<file path="src/rtl/uart_tx_arbiter.sv">
// Round-robin arbiter sharing one UART transmitter among NREQ requesters.
// One frame per grant, watchdog abort, and a guard gap between frames.
module uart_tx_arbiter #(
    parameter int NREQ       = 4,
    parameter int TIMEOUT    = 255,
    parameter int GAP_CYCLES = 4
) (
    input  logic              clk,
    input  logic              rst,
    input  logic [NREQ-1:0]   req_valid,
    input  logic [8*NREQ-1:0] req_data,
    output logic [NREQ-1:0]   req_ack,
    output logic              uart_start,
    output logic [7:0]        uart_txin,
    input  logic              uart_txdone,
    output logic              done,
    output logic [2:0]        done_id,
    output logic              err,
    output logic              busy
);

    localparam int TW = $clog2(TIMEOUT + 1);
    localparam int GW = (GAP_CYCLES > 1) ? $clog2(GAP_CYCLES) : 1;

    typedef enum logic [2:0] {IDLE, GRANT, START, BUSY, GAP} state_t;

    state_t        state;
    logic [2:0]    rr_ptr;
    logic [TW-1:0] tcnt;
    logic [GW-1:0] gcnt;

    logic          hi_found;
    logic [2:0]    hi_sel;
    logic [2:0]    lo_sel;
    logic [2:0]    sel;
    logic [7:0]    sel_byte;

    // Prefer the lowest index above rr_ptr, else wrap to the lowest index.
    always_comb begin
        hi_found = 1'b0;
        hi_sel   = '0;
        lo_sel   = '0;
        for (int k = NREQ - 1; k >= 0; k--) begin
            if (req_valid[k]) begin
                lo_sel = 3'(k);
                if (3'(k) > rr_ptr) begin
                    hi_found = 1'b1;
                    hi_sel   = 3'(k);
                end
            end
        end
        sel = hi_found ? hi_sel : lo_sel;
    end

    always_comb begin
        sel_byte = '0;
        for (int k = 0; k < NREQ; k++) begin
            if (sel == 3'(k)) begin
                sel_byte = req_data[8*k +: 8];
            end
        end
    end

    always_ff @(posedge clk) begin
        if (rst) begin
            state      <= IDLE;
            rr_ptr     <= 3'(NREQ - 1);
            tcnt       <= '0;
            gcnt       <= '0;
            req_ack    <= '0;
            uart_start <= 1'b0;
            uart_txin  <= '0;
            done       <= 1'b0;
            done_id    <= '0;
            err        <= 1'b0;
            busy       <= 1'b0;
        end else begin
            unique case (state)
                IDLE: begin
                    if (|req_valid) begin
                        uart_txin <= sel_byte;
                        done_id   <= sel;
                        rr_ptr    <= sel;
                        req_ack   <= NREQ'(1) << sel;
                        busy      <= 1'b1;
                        state     <= GRANT;
                    end
                end
                GRANT: begin
                    req_ack    <= '0;
                    uart_start <= 1'b1;
                    state      <= START;
                end
                START: begin
                    uart_start <= 1'b0;
                    tcnt       <= '0;
                    state      <= BUSY;
                end
                BUSY: begin
                    tcnt <= tcnt + 1'b1;
                    // txdone has priority over a simultaneous watchdog hit
                    if (uart_txdone) begin
                        done  <= 1'b1;
                        gcnt  <= '0;
                        state <= GAP;
                    end else if (tcnt == TW'(TIMEOUT)) begin
                        err   <= 1'b1;
                        gcnt  <= '0;
                        state <= GAP;
                    end
                end
                GAP: begin
                    done <= 1'b0;
                    err  <= 1'b0;
                    if (gcnt == GW'(GAP_CYCLES - 1)) begin
                        busy  <= 1'b0;
                        state <= IDLE;
                    end else begin
                        gcnt <= gcnt + 1'b1;
                    end
                end
                default: state <= IDLE;
            endcase
        end
    end

endmodule

</file>
<file path="config.mk">
export PLATFORM = sky130hd
export DESIGN_NAME = uart_tx_arbiter
export DESIGN_NICKNAME = d
export VERILOG_FILES = /design/src/rtl/uart_tx_arbiter.sv
export SDC_FILE = /design/constraint.sdc
export NUM_CORES = 1
export LEC_CHECK = 0
export CAP_MARGIN = 15
export CORE_MARGIN = 10
export CORE_UTILIZATION = 49
export CTS_CLUSTER_DIAMETER = 200
export CTS_CLUSTER_SIZE = 25
export DETAILED_ROUTE_END_ITERATION = 10
export PLACE_DENSITY = 0.84
export REMOVE_ABC_BUFFERS = 1
export SYNTH_ARGS = -nofsm -noshare
export SYNTH_HDL_FRONTEND = slang
export SYNTH_SLANG_ARGS = --single-unit
</file>
<file path="constraint.sdc">
create_clock -name clk -period 3.9 [get_ports clk]
set_input_delay 0.78 -clock clk [delete_from_list [all_inputs] [get_ports clk]]
set_output_delay 0.78 -clock clk [all_outputs]
set_load 0.1 [all_outputs]
</file>
==> results.md <==
## Power
• 0.380 — combinational group share of total power
• 0.282 — proportion of power drawn by the clock network
• 0.724 mW — Internal Power
• 0.933 nW — LEAKAGE
• 1.18 mW — total power after layout
• 0.000236 V — worst-case vdd ir drop
• 0.388 — Switching Share
• 0.338 — sequential group share of total power
• 0.460 mW — net switching power figure
• 477 nW/um^2 — power per cell area

## STA
• 0 — number of hold violations in the final report
• 0 — final slew viol count
• 2.63 ns — shortest clock period the worst path allows after layout
• 0.988 ns — measured slew at the worst slew-check pin
• 0 — final number of setup-violating endpoints
• false — RSZ-0062 raised after global routing
• 1.27 ns — PnR worst setup slack
• 0.00478 ns — Final Skew
• 0.380 GHz — Peak Freq
• 0.339 — headroom to the max-slew limit
• 0.675 — period utilisation layout
• 0 ns — final sum of negative setup slack

## Drt
• 4.97 mm — Final Routed Wirelength
• 4 — number of iterations in the first detailed-routing pass
• 160 — First DRT Iteration DRCs
• 5.78 — average via count per standard cell
• 0 — DRC violation count after routing
• 16.3 um — routed len/inst
• 0 — DRT antenna net count
• 1,757 — total number of vias

## Layout
• 298 — # nets final
• 0.120 — proportion of layout cells with a drive suffix above 1
• 37.7% — area growth from synthesis to final layout
• sky130_fd_sc_hd__clkdlybuf4s50_1 — most frequent standard cell in the layout excluding fill and tap cells
• 271 — number of fillers in the final layout
• 661 um^2 — total area of sequential cells
• 1070 um^2 — area taken by multi-input logic gates
• 304 — final instance count without filler cells
• 0 — number of diodes added for antenna fixing
• sky130_fd_sc_hd__clkdlybuf4s50_1, sky130_fd_sc_hd__nor2_1, sky130_fd_sc_hd__dfxtp_1 — leading cell types in the layout, fill and taps excluded

## Yosys
• 0.366 — fraction of post-synthesis cell area in the top cell type by area
• sky130_fd_sc_hd__dfxtp_1 — area leader, netlist
• 8.80 um^2 — Post-Syn Area per Cell
• 0 — share of flip-flops with an asynchronous set or reset
• 0 — number of enable-type register cells in the synthesized netlist
• 50 — Distinct cells, synth
• 0 — synthesis warning total
• sky130_fd_sc_hd__dfxtp_1, sky130_fd_sc_hd__nor2_1, sky130_fd_sc_hd__o41ai_2 — Synth area leaders
• sky130_fd_sc_hd__dfxtp_1 — main flop type after synthesis
• 205 — number of standard cells after synthesis
• 1800 um^2 — Post-Synthesis Cell Area
• 33 — Yosys reg bits
• 0.366 — sequential cell area fraction in the yosys report

## Clock network
• 0 — Hold-fix buffers, CTS
• 0 — post_cts resized
• done — CTS tree
• 0.07 ns — Clk pin slew, worst setup/hold paths
• 0 — post-CTS setup repair buffer count
• 2 — Max Buffers Root-to-Sink
• 5 — CTS Buf Count
• 0.28 ns — clock latency reported for the late side of the worst-skew pair
• sky130_fd_sc_hd__clkbuf_8 — CTS Root Buffer Type
• 33 — sinks on the clock net
• 2 — H-Tree Level Count

## Place
• 296 — number of instances in the placed design
• 56 — count of buffers from port buffering
• 3.76 mm — detailed-placement wirelength estimate
• 0.952 — final estimated routing congestion in global placement
• 0.965 ns — pre-CTS setup slack

## Die
• 80.7 um — die span in x
• 0.524 — Initial Util
• 3440 um^2 — floorplan core area
• 21 — Std-Cell Rows
• 58 — io pins
• 80.7 um — height of the die
• 6510 um^2 — full die area

## GRT
• 0 — antenna violations before repair
• 8.38 mm — global-route wire length before repair
• 0 — total congestion overflow after global routing
• 1,773 — number of global-route vias before repair
• 0.160 — overall fraction of global-route tracks in use
• 31 — pin count of the biggest net entering global routing

## Run
• 0 — number of maximum-capacitance violations

## Outcome
• finished, final reports clean — status

## Worst setup path
• flip-flop — type of destination of the critical path
• 2.80 ns — arrival time worst endpoint
• primary input — crit path launch type
• in -> reg — Worst Path Class, Setup
• 15 — critical path fanouts, max
• 4.07 ns — data required time of the worst path

## Min path
• reg -> reg — worst min-delay path category

-- per-stage QoR --
step           hold slack (ns)  instance area (um^2)   util
2_1_floorplan            0.443                  1740      -
3_3_place_gp             0.461                  2370  0.687
3_5_place_dp             0.469                  2370  0.687
4_1_cts                  0.488                  2480  0.721
5_1_grt                  0.516                  2480  0.721
6_report                 0.490                  2480  0.721
-- state kept, by name (all words and copies together) (netlist names), 2 cells and up --
register / cells
uart_txin: 8
done_id: 2
req_ack: 4
state: 3
gcnt: 2
rr_ptr: 2
tcnt: 8
-- synthesized netlist by cell type, types with 5 or more instances --
master / n
sky130_fd_sc_hd__a21oi_1: 16
sky130_fd_sc_hd__nor2_1: 33
sky130_fd_sc_hd__buf_2: 5
sky130_fd_sc_hd__a32oi_1: 5
sky130_fd_sc_hd__nand3b_1: 6
sky130_fd_sc_hd__nor3_1: 7
sky130_fd_sc_hd__dfxtp_1: 33
sky130_fd_sc_hd__nand2_1: 15
sky130_fd_sc_hd__a211oi_1: 5
sky130_fd_sc_hd__o41ai_2: 6
sky130_fd_sc_hd__a41o_1: 6
-- path summary, 6_finish.rpt --
kind | from | to | slack [ns] | depth (start not counted)
worst max-delay path | req_valid[3] | uart_txin[4] | 1.27 | 5
worst min-delay path | tcnt[1] | tcnt[1] | 0.49 | 2
worst max register to register | rr_ptr[1] | uart_txin[2] | 1.90 | 5
worst min register to register | tcnt[1] | tcnt[1] | 0.49 | 2
-- metal layers --
layer | GRT usage | part of all wire | vias up
met4 | 0.0484 | 0.011 | 0
met2 | 0.267 | 0.49 | 58
met1 | 0.185 | 0.41 | 826
met3 | 0.0624 | 0.090 | 6
li1 | - | - | 867
met5 | 0 | 0 | -
-- final cells by class --
type,count,area share
inverter,3,0.00454
tap,46,0.0232
clock inverter,1,0.0121
sequential,33,0.266
clock buffer,7,0.0348
timing repair buffer,57,0.229
multi-input combinational,157,0.430
-- critical path: stages --
cell and delay (ns):
sky130_fd_sc_hd__clkdlybuf4s50_1 0.56, sky130_fd_sc_hd__o21ai_1 0.53, sky130_fd_sc_hd__nand3_2 0.40, sky130_fd_sc_hd__a211oi_1 0.42, sky130_fd_sc_hd__o41ai_2 0.12
-- cells by family after synthesis --
kind of cell	share of synthesized area
xor gates and xnor gates	0.0194
and+or+nand+nor	0.244
DFF	0.366
AOI/OAI and AO/OA	0.298
other	0.00208
muxes	0.0146
adders and majority gates	0.0139
buffers and inverters	0.0409
-- power groups by stage --
stage,Combinational (mW),Clock [mW],Sequential [mW]
floorplan,0.154,0,0.569
global placement,0.444,0,0.405
detailed placement,0.449,0,0.406
CTS,0.452,0.339,0.400
global route,0.476,0.354,0.404
finish,0.450,0.333,0.400
No activity file was read; power rests on OpenSTA's default activity.
